File: config.mk
export PLATFORM = sky130hd
export DESIGN_NAME = exe_trap_unit
export DESIGN_NICKNAME = d
export VERILOG_FILES = /design/src/rtl/exe_trap_unit_pkg.sv /design/src/rtl/exe_trap_unit_trap_prio_enc.sv /design/src/rtl/exe_trap_unit.sv
export SDC_FILE = /design/constraint.sdc
export NUM_CORES = 1
export LEC_CHECK = 0
export CORE_MARGIN = 1.5
export CORE_UTILIZATION = 30
export DETAILED_ROUTE_END_ITERATION = 7
export PLACE_DENSITY = 0.66
export SLEW_MARGIN = 20
export SYNTH_ARGS = -nofsm -noshare
export SYNTH_HDL_FRONTEND = slang
export SYNTH_SLANG_ARGS = --single-unit
File: constraint.sdc
create_clock -name clk -period 3.7 [get_ports clk]
set_input_delay 0.555 -clock clk [delete_from_list [all_inputs] [get_ports clk]]
set_output_delay 0.555 -clock clk [all_outputs]
set_load 0.01 [all_outputs]
File: src/rtl/exe_trap_unit_pkg.sv
// Shared definitions for the EXE-stage trap/redirect controller.
// Pure declarations: no logic, no latency.
// No flow control.
package exe_trap_unit_pkg;

  // Synchronous exception cause codes (mcause with interrupt bit clear)
  localparam int unsigned CAUSE_PC_MISAL  = 0;
  localparam int unsigned CAUSE_ILLEGAL   = 2;
  localparam int unsigned CAUSE_BREAK     = 3;
  localparam int unsigned CAUSE_LD_MISAL  = 4;
  localparam int unsigned CAUSE_LD_FAULT  = 5;
  localparam int unsigned CAUSE_ST_MISAL  = 6;
  localparam int unsigned CAUSE_ST_FAULT  = 7;
  localparam int unsigned CAUSE_ECALL_U   = 8;
  localparam int unsigned CAUSE_ECALL_S   = 9;
  localparam int unsigned CAUSE_ECALL_M   = 11;

  // Privilege levels
  localparam logic [1:0] PRIV_U = 2'b00;
  localparam logic [1:0] PRIV_S = 2'b01;
  localparam logic [1:0] PRIV_M = 2'b11;

  // mtvec MODE field encodings
  localparam logic [1:0] MTVEC_DIRECT   = 2'b00;
  localparam logic [1:0] MTVEC_VECTORED = 2'b01;

  // Qualified synchronous fault/ecall flags of the EXE instruction
  typedef struct packed {
    logic pc_misal;
    logic illegal;
    logic brk;
    logic ld_misal;
    logic ld_fault;
    logic st_misal;
    logic st_fault;
    logic ecall;
  } fault_t;

  // Interrupt line index to cause code
  function automatic int unsigned irq_code(input int unsigned idx);
    return 4 * idx + 3;
  endfunction

endpackage

File: src/rtl/exe_trap_unit_trap_prio_enc.sv
// Trap priority encoder: picks interrupt vs synchronous cause for the EXE instruction.
// Latency: purely combinational.
// No flow control; caller gates with ev (valid and not squashed).
module trap_prio_enc
  import exe_trap_unit_pkg::*;
#(
  parameter int XLEN   = 32,
  parameter int NB_IRQ = 3
) (
  input  logic              ev,
  input  logic              mie,
  input  fault_t            fault,
  input  logic [NB_IRQ-1:0] irq,
  input  logic [1:0]        mode,
  output logic              trap,
  output logic              is_irq,
  output logic [XLEN-1:0]   cause
);

  localparam int CW = XLEN - 1;

  logic [CW-1:0] irq_cd;
  logic [CW-1:0] sync_cd;
  logic          sync_any;

  // Highest pending interrupt index wins: later loop iterations override
  always_comb begin
    irq_cd = '0;
    for (int i = 0; i < NB_IRQ; i++) begin
      if (irq[i]) irq_cd = CW'(irq_code(i));
    end
  end

  // Fixed synchronous priority; ecall cause depends on current privilege
  always_comb begin
    sync_cd  = '0;
    sync_any = |fault;
    if (fault.pc_misal)      sync_cd = CW'(CAUSE_PC_MISAL);
    else if (fault.illegal)  sync_cd = CW'(CAUSE_ILLEGAL);
    else if (fault.brk)      sync_cd = CW'(CAUSE_BREAK);
    else if (fault.ld_misal) sync_cd = CW'(CAUSE_LD_MISAL);
    else if (fault.ld_fault) sync_cd = CW'(CAUSE_LD_FAULT);
    else if (fault.st_misal) sync_cd = CW'(CAUSE_ST_MISAL);
    else if (fault.st_fault) sync_cd = CW'(CAUSE_ST_FAULT);
    else if (fault.ecall) begin
      case (mode)
        PRIV_U:  sync_cd = CW'(CAUSE_ECALL_U);
        PRIV_S:  sync_cd = CW'(CAUSE_ECALL_S);
        default: sync_cd = CW'(CAUSE_ECALL_M);
      endcase
    end
  end

  // Interrupts pre-empt any synchronous fault on the same instruction
  always_comb begin
    is_irq = ev & mie & (|irq);
    trap   = is_irq | (ev & sync_any);
    cause  = is_irq ? {1'b1, irq_cd} : {1'b0, sync_cd};
  end

endmodule

File: src/rtl/exe_trap_unit.sv
// EXE-stage trap/redirect controller: squash, trap CSR payload, fetch redirect, privilege tracking.
// Latency: squash_o combinational; all *_q_o outputs registered, 1 cycle after the EXE cycle.
// No backpressure; a flush shadow of FLUSH_DEPTH cycles kills EXE instructions after any redirect.
module exe_trap_unit
  import exe_trap_unit_pkg::*;
#(
  parameter int XLEN        = 32,
  parameter int FLUSH_DEPTH = 2,
  parameter int NB_IRQ      = 3,
  parameter bit VECTORED_EN = 1
) (
  input  logic              clk,
  input  logic              reset_n,
  input  logic              inst_v_i,
  input  logic [XLEN-1:0]   pc_i,
  input  logic              pc_misaligned_i,
  input  logic              illegal_inst_i,
  input  logic              break_point_i,
  input  logic              ld_misaligned_i,
  input  logic              ld_fault_i,
  input  logic              st_misaligned_i,
  input  logic              st_fault_i,
  input  logic              ecall_i,
  input  logic              mret_i,
  input  logic              sret_i,
  input  logic              branch_v_i,
  input  logic [XLEN-1:0]   branch_pc_i,
  input  logic [XLEN-1:0]   mem_adr_i,
  input  logic [NB_IRQ-1:0] irq_pending_i,
  input  logic              mie_i,
  input  logic [XLEN-1:0]   mtvec_i,
  input  logic [XLEN-1:0]   mepc_i,
  input  logic [XLEN-1:0]   sepc_i,
  output logic              squash_o,
  output logic              flush_v_q_o,
  output logic [XLEN-1:0]   pc_data_q_o,
  output logic              exception_q_o,
  output logic [XLEN-1:0]   mcause_q_o,
  output logic [XLEN-1:0]   mtval_q_o,
  output logic [XLEN-1:0]   mepc_q_o,
  output logic [1:0]        core_mode_q_o,
  output logic [1:0]        mpp_q_o
);

  localparam int CNT_W = $clog2(FLUSH_DEPTH + 1);

  logic [CNT_W-1:0] shadow_cnt_q;
  logic             kill;
  logic             ev;
  fault_t           fault;
  logic             trap;
  logic             is_irq;
  logic [XLEN-1:0]  cause;
  logic             redirect;
  logic [XLEN-1:0]  target;
  logic [XLEN-1:0]  trap_base;
  logic [XLEN-1:0]  trap_val;

  // Qualify the instruction against the flush shadow and pack fault flags
  always_comb begin
    kill           = (shadow_cnt_q != '0);
    ev             = inst_v_i & ~kill;
    fault.pc_misal = pc_misaligned_i;
    fault.illegal  = illegal_inst_i;
    fault.brk      = break_point_i;
    fault.ld_misal = ld_misaligned_i;
    fault.ld_fault = ld_fault_i;
    fault.st_misal = st_misaligned_i;
    fault.st_fault = st_fault_i;
    fault.ecall    = ecall_i;
  end

  trap_prio_enc #(
    .XLEN   (XLEN),
    .NB_IRQ (NB_IRQ)
  ) u_prio (
    .ev     (ev),
    .mie    (mie_i),
    .fault  (fault),
    .irq    (irq_pending_i),
    .mode   (core_mode_q_o),
    .trap   (trap),
    .is_irq (is_irq),
    .cause  (cause)
  );

  // Redirect decision and target: trap > mret > sret > branch
  always_comb begin
    redirect  = trap | (ev & (mret_i | sret_i | branch_v_i));
    trap_base = {mtvec_i[XLEN-1:2], 2'b00};
    target    = branch_pc_i;
    if (trap) begin
      target = trap_base;
      if (VECTORED_EN && is_irq && (mtvec_i[1:0] == MTVEC_VECTORED)) begin
        // 4*code: the interrupt bit falls off the top of the shift
        target = trap_base + {cause[XLEN-3:0], 2'b00};
      end
    end else if (mret_i) begin
      target = mepc_i;
    end else if (sret_i) begin
      target = sepc_i;
    end
  end

  // Killed instructions, traps and xrets never write; a taken branch keeps its link write
  always_comb begin
    squash_o = kill | trap | (inst_v_i & redirect & ~branch_v_i);
  end

  // mtval follows whichever synchronous fault won the priority; interrupts report 0
  always_comb begin
    trap_val = '0;
    if (!is_irq) begin
      if (pc_misaligned_i) begin
        trap_val = branch_pc_i;
      end else if (illegal_inst_i || break_point_i) begin
        trap_val = '0;
      end else if (ld_misaligned_i || ld_fault_i || st_misaligned_i || st_fault_i) begin
        trap_val = mem_adr_i;
      end
    end
  end

  // Flush shadow: reload on every redirect, otherwise count down to idle
  always_ff @(posedge clk) begin
    if (!reset_n) begin
      shadow_cnt_q <= '0;
    end else if (redirect) begin
      shadow_cnt_q <= CNT_W'(FLUSH_DEPTH);
    end else if (shadow_cnt_q != '0) begin
      shadow_cnt_q <= shadow_cnt_q - 1'b1;
    end
  end

  // Redirect and trap payload registers; pulses last exactly one cycle
  always_ff @(posedge clk) begin
    if (!reset_n) begin
      flush_v_q_o   <= 1'b0;
      exception_q_o <= 1'b0;
      pc_data_q_o   <= '0;
      mcause_q_o    <= '0;
      mtval_q_o     <= '0;
      mepc_q_o      <= '0;
    end else begin
      flush_v_q_o   <= redirect;
      exception_q_o <= trap;
      if (redirect) pc_data_q_o <= target;
      if (trap) begin
        mcause_q_o <= cause;
        mtval_q_o  <= trap_val;
        mepc_q_o   <= pc_i;
      end
    end
  end

  // Privilege tracking; a trap overrides a simultaneous xret
  always_ff @(posedge clk) begin
    if (!reset_n) begin
      core_mode_q_o <= PRIV_M;
      mpp_q_o       <= PRIV_U;
    end else if (trap) begin
      mpp_q_o       <= core_mode_q_o;
      core_mode_q_o <= PRIV_M;
    end else if (ev && mret_i) begin
      core_mode_q_o <= mpp_q_o;
      mpp_q_o       <= PRIV_U;
    end else if (ev && sret_i) begin
      core_mode_q_o <= PRIV_S;
    end
  end

endmodule

==> summary.md, run 1 <==
| Metric | Value |
|---|---|
| H-tree levels | 3 |
| Hpwl dp | 19200 microns |
| Multiplexer area fraction after synthesis | around a tenth |
| RSZ-0062 raised after global routing | no |
| Later-pin clock latency in the skew report | 0.36 ns |
| Placer Congestion | roughly 0.9 |
| Buf/Inv on CP | 3 |
| CTS tree | done |
| Cell Area, Synth | roughly 6000 sq um |
| Power Dens Cells | between 300 and 400 nW/um^2 |
| I/O pins | around 350 |
| Clock Skew | just under 0.01 ns |
| Gates resized, CTS repair | 0 |
| Via density | 5.01 |
| Site Rows | between 50 and 60 |
| Critical path capture point | pc_data_q_o[30] |
| Slew at the pin closest to its max-slew limit | 0.626 ns |
| DRC | 0 |
| Worst Setup End Kind | flip-flop |
| Die ar. | 21100 sq um |
| Final wirelength | between 20000 and 30000 microns |
| Synth-to-Final Area Change | 62.7% |
| Slowest stage cell, crit path | clkdlybuf4s50_1 |
| Leak Pwr | about 3.8 nW |
| Final Hold Vio Count | 0 |
| Critical path arrival | between 3 and 4 ns |
| Largest family of logic cells by synthesized area | simple AND/OR/NAND/NOR gates |
| Synth Area per Inst | a little under 8 sq um |
| Final Util | about half |
| R2R setup slack | around 0.53 ns |
| Final worst-path cycle share | roughly 93% |
| Worst vdd rail ir drop | about 0.21 mV |
| Via count of the first global-routing pass | about 6500 |
| Simple-Gate Fraction of Synth Area | between 20% and 30% |
| Port Buf Inserts | approximately 320 |
| Largest stage delay, worst path | ~0.49 ns |
| Final setup fails | 0 |
| Crit path launch | ecall_i |
| Final min period | about 3.4 ns |
| Layout fillers | 1939 |
| Initial antenna violation count | 3 |
| Layout Cells excl Fill | approximately 1300 |
| Setup Buffers After CTS | 0 |
| Max frequency | just under 300 MHz |
| Placed Cells | about 1300 |
| Status | finished clean |
| Cell depth of the worst flop-to-flop path | 13 |
| CTS Buf Count | 9 |
| Die H | ~150 microns |
| Layout cell share with drive strength beyond 1 | under 10% |
| Yosys warns | 0 |
| Max Cap Violations | 0 |
| Post-synthesis cell type count | 51 |
| Layout Nets | about 1300 |
| Critical-path cell list | clkdlybuf4s50_1 -> o21ai_0 -> a221oi_1 -> nor2_1 -> o31ai_2 -> ha_1 -> inv_1 -> fa_1 -> nand2b_1 -> a21oi_1 -> buf_4 -> nand4_1 -> or3_1 -> a31oi_1 |
| Starting DRT DRC Count | around 370 |
| Remaining Overflow, GRT | 0 |
| R2R Path End | pc_data_q_o[30] |
| Sequential share of the synthesized area | 36.0% |
| CORE AREA | a little under 20000 sq um |
| Synth Area in XOR/XNOR | 2.89% |
| ANT nets after route | 0 |
| Worst slew margin | just under 60% |
| Yosys reg bits | roughly 110 |
| Adder-cell share of the synthesized area | ~1.2% |
| Hold Buf Count CTS | 0 |
| CTS root buf | clkbuf_16 |
| CP Launch Type | input port |
| Drt wl/cell | around 19 microns |
| EDFF count, synth | 0 |
| Crit path kind | in -> reg |
| Initial core utilization | 30.8% |
| Clk buf depth | 2 |
| Slew Limit Fails | 0 |
| CP delay by family, top | compound AO/OA/AOI/OAI gates |
| R2R Path Start | core_mode_q_o[0] |
| Async set or reset register ratio after synthesis | 0% |
| DR pass1 iterations | 5 |
| Post-Synthesis Cells | about 760 |
| Critical path required time | just under 4 ns |
| CP Depth | 14 |
| Wire length of the first global-routing pass | around 38000 microns |
| HP Class | reg -> reg |
| Tot GR Track Use | between 20% and 30% |
| Main synth FF type | dfxtp_1 |
| DIE WIDTH | roughly 150 microns |
| Detailed-route via count | 6744 |
| Largest net degree at the start of global routing | 116 |
| Compound-cell area share of the yosys netlist | 20.1% |
| Crit Path Max Fanout | 10 |
| Clk sinks | about 110 |
| Clock-pin transition on the worst setup and hold timing paths | around 0.080 ns |
-- how the worst min path moves through the flow --
stage / end / cells after the start / from / slack [ns]
floorplan: shadow_cnt_q[0] / 1 / shadow_cnt_q[0] / 0.46
global placement: pc_data_q_o[0] / 2 / pc_data_q_o[0] / 0.44
detailed placement: mepc_q_o[29] / 2 / mepc_q_o[29] / 0.45
CTS: mepc_q_o[29] / 2 / mepc_q_o[29] / 0.46
global route: pc_data_q_o[1] / 2 / pc_data_q_o[1] / 0.48
finish: pc_data_q_o[1] / 2 / pc_data_q_o[1] / 0.45
-- worst reg2reg max path, stage by stage (launching register included) --
cell and delay (ns):
dfxtp_1 0.41, o21ai_0 0.12, a221oi_1 0.35, nor2_1 0.11, o31ai_2 0.22, ha_1 0.22, inv_1 0.06, fa_1 0.38
nand2b_1 0.15, a21oi_1 0.22, buf_4 0.24, nand4_1 0.11, or3_1 0.33, a31oi_1 0.17
-- through the flow --
stage | power, mW | worst slack (ns) | cell area (sq um) | hold slack [ns] | TNS [ns]
global route | 3.60 | 0.0653 | 9860 | 0.482 | 0
finish | 3.43 | 0.256 | 9860 | 0.455 | 0
detailed placement | 2.48 | -0.132 | 9560 | 0.446 | -0.298
global placement | 2.47 | -0.0704 | 9560 | 0.440 | -0.0939
CTS | 3.45 | 0.217 | 9850 | 0.457 | 0
floorplan | 1.86 | 0.521 | 6160 | 0.455 | 0
-- layer usage --
metal  wire, microns  GRT usage [%]  part of all wire, %
met5               0              0                    0
met4             626           8.72                  2.5
met3            1270           3.55                  5.0
met2           11700           38.1                   47
met1           11500           31.1                   46
-- registers in the layout (all words and copies together), names as in the netlist --
register and flops:
core_mode_q_o 2, exception_q_o 1, flush_v_q_o 1, mcause_q_o 5
mepc_q_o 32, mpp_q_o 2, mtval_q_o 32, pc_data_q_o 32
shadow_cnt_q 2
-- synthesized netlist by cell type (22+ instances only) --
cell type,number,area share [%]
buf_4,27,3.3
clkbuf_1,40,2.5
mux2i_1,34,5.6
mux2_2,22,4.1
a21oi_1,58,4.8
dfxtp_1,109,36
nor3_1,35,2.9
a221oi_1,33,4.8
nand2_1,124,7.7
nor2_1,59,3.7
o21ai_0,62,5.1
-- layout by cell type (no fill, tap or decap), drive strengths merged, types with 6 or more instances in the layout --
master	synthesis	final
a211oi	8	8
a21oi	58	58
a221oi	33	33
a31oi	6	6
and3	8	8
buf	47	43
clkbuf	40	10
clkdlybuf4s50	0	315
conb	1	27
dfxtp	109	109
inv	10	13
mux2	22	22
mux2i	34	34
nand2	124	124
nand3	17	17
nand4	10	10
nor2	59	59
nor3	36	36
nor4	7	7
o21ai	62	62
xor2	16	16
-- logic make-up after synthesis --
family / Yosys count
and+or+nand+nor: 285
AOI/OAI and AO/OA: 191
DFF: 109
buffers and inverters: 97
muxes: 56
xor gates and xnor gates: 20
adders and majority gates: 5
other: 1
-- power by group --
part	internal (mW)	leakage [nW]	total [mW]	switching, mW
clock	0.473	0.137	0.967	0.494
combinational	0.595	2.72	1.12	0.525
sequential	1.28	0.899	1.34	0.0555
-- final cells by class --
type,count,area [sq um],area share [%]
antenna,3,7.51,0.0761
clock buffer,10,229,2.32
clock inverter,6,56.3,0.571
inverter,10,37.5,0.381
multi-input combinational,584,3520,35.7
sequential,109,2180,22.1
tap,265,332,3.36
timing repair buffer,358,3500,35.5
(Power assumes the default switching activity.)
==> run 2, diff against run 1 <==
--- a/config.mk
+++ b/config.mk
@@ -7,8 +7,10 @@
 export LEC_CHECK = 0
 export CORE_MARGIN = 1.5
 export CORE_UTILIZATION = 30
+export CTS_CLUSTER_SIZE = 16
 export DETAILED_ROUTE_END_ITERATION = 7
 export PLACE_DENSITY = 0.66
+export SKIP_CTS_REPAIR_TIMING = 1
 export SLEW_MARGIN = 20
 export SYNTH_ARGS = -nofsm -noshare
 export SYNTH_HDL_FRONTEND = slang
==> results of run 2 <==
Final layout, timing and power as in run 1 (identical DEF).
==> edit, RTL diff (flow settings as in run 1) <==
The parameter `VECTORED_EN` goes from 1 to 0.
--- a/src/rtl/exe_trap_unit.sv
+++ b/src/rtl/exe_trap_unit.sv
@@ -9,3 +9,3 @@
   parameter int NB_IRQ      = 3,
-  parameter bit VECTORED_EN = 1
+  parameter bit VECTORED_EN = 0
 ) (
Function: changed (Yosys sat finds a counterexample within 4 cycles, from zero or initial values and one cycle with reset_n low).
==> edit against run 1 <==
Cell count down 12%. Design area down 12%. Area after synthesis down 15%. Sequential cell count unchanged. Synthesized cell count down 12%. Count of clock-buffer cells in the layout down 1. Total power down 4.1%. Wire length down 16%. Utilization up 2.0 points. Worst setup slack worse by 0.12 ns. Critical endpoint is now squash_o.
==> edit: results <==
[drt]
detail_route.iter0.violations = 267
met3_wirelength_mm = 1.77
route.met2.wl_mm = 10.3
first_pass_iters = 6
met1_length_mm = 8.51
via_count = 5821
routed_wl_mm = 21.0

[worst_setup_path]
path_max_fanout = 4
reg2reg_slack_ns = 1.46
arrival_ns = 3.00
crit_end = "squash_o"
worst-r2r-cell-count = 6
critPathLaunch = "st_fault_i"
crit_path_max_incr_delay_ns = 0.54
cp_top_family = "simple AND/OR/NAND/NOR gates"

[outcome]
status = "complete, no violations"

[yosys]
synth_compound_area_share_pct = 27.3
synthAdderAreaFrac_pct = 0
synth_xor_area_share_pct = 0
yosysSeqAreaShare_pct = 42.3
synth_cell_types = 39
yosys-top-cells-area = "dfxtp_1, nand2_1, a21oi_1, o21ai_0, mux2i_1"
postSynthAreaPerCell_sq_um = 7.69
synthTopCellsByCount = "nand2_1, dfxtp_1, a21oi_1"
muxShareOfSynthArea_pct = 6.20

[layout]
final_cells = 1182
num_antenna_cells = 0
drive_gt1_share_pct = 4.78

[global_routing]
grt_max_degree = 80
use_met1_pct = 27.7
grt_util_met2_pct = 38.9
grt_pass1_vias = 5437
grt_use_met3_pct = 5.97
grt_first_pass_wirelength_mm = 31.4

[place]
placed_cell_area_sq_um = 8420
place_ws_ns = 0.146
io_buffers = 315
gp_congestion = 0.834

[timing]
worst_pin_slew_ns = 0.865
holdWs_ns = 0.450
finalCritPeriodShare_pct = 96.2
fin_worst_skew_ns = 0.00662

[power_and_ir_drop]
worst_ir_drop_vdd_mv = 0.218

[min_path]
hold_path_startpoint = "pc_data_q_o[13]"
-- edit: changes by cell type after synthesis, moves of 6 or more --
| cell | before | now |
|---|---|---|
| buf_2 | 15 | 7 |
| inv_1 | 10 | 4 |
| nand3_1 | 16 | 4 |
| nand4_1 | 10 | 1 |
| nor2_1 | 59 | 42 |
| xor2_1 | 16 | 0 |
| clkbuf_1 | 40 | 46 |
| nand2_1 | 124 | 136 |
| and3_1 | 8 | 0 |
| a21oi_1 | 58 | 100 |
| o21ai_0 | 62 | 98 |
| nor3_1 | 35 | 3 |
| mux2_2 | 22 | 0 |
| a211oi_1 | 8 | 2 |
-- edit: power breakdown --
group,internal [uW],switching [uW]
Combinational,511,443
Clock,528,463
Sequential,1280,55.7
-- edit: area by class of cell --
cell class	instances	area [sq um]
Fill cell	1651	7990
Timing Repair Buffer	334	3290
Clock inverter	6	71.3
Inverter	4	15.0
Clock buffer	9	225
Multi-Input combinational cell	500	2650
Tap cell	220	275
Sequential cell	109	2180
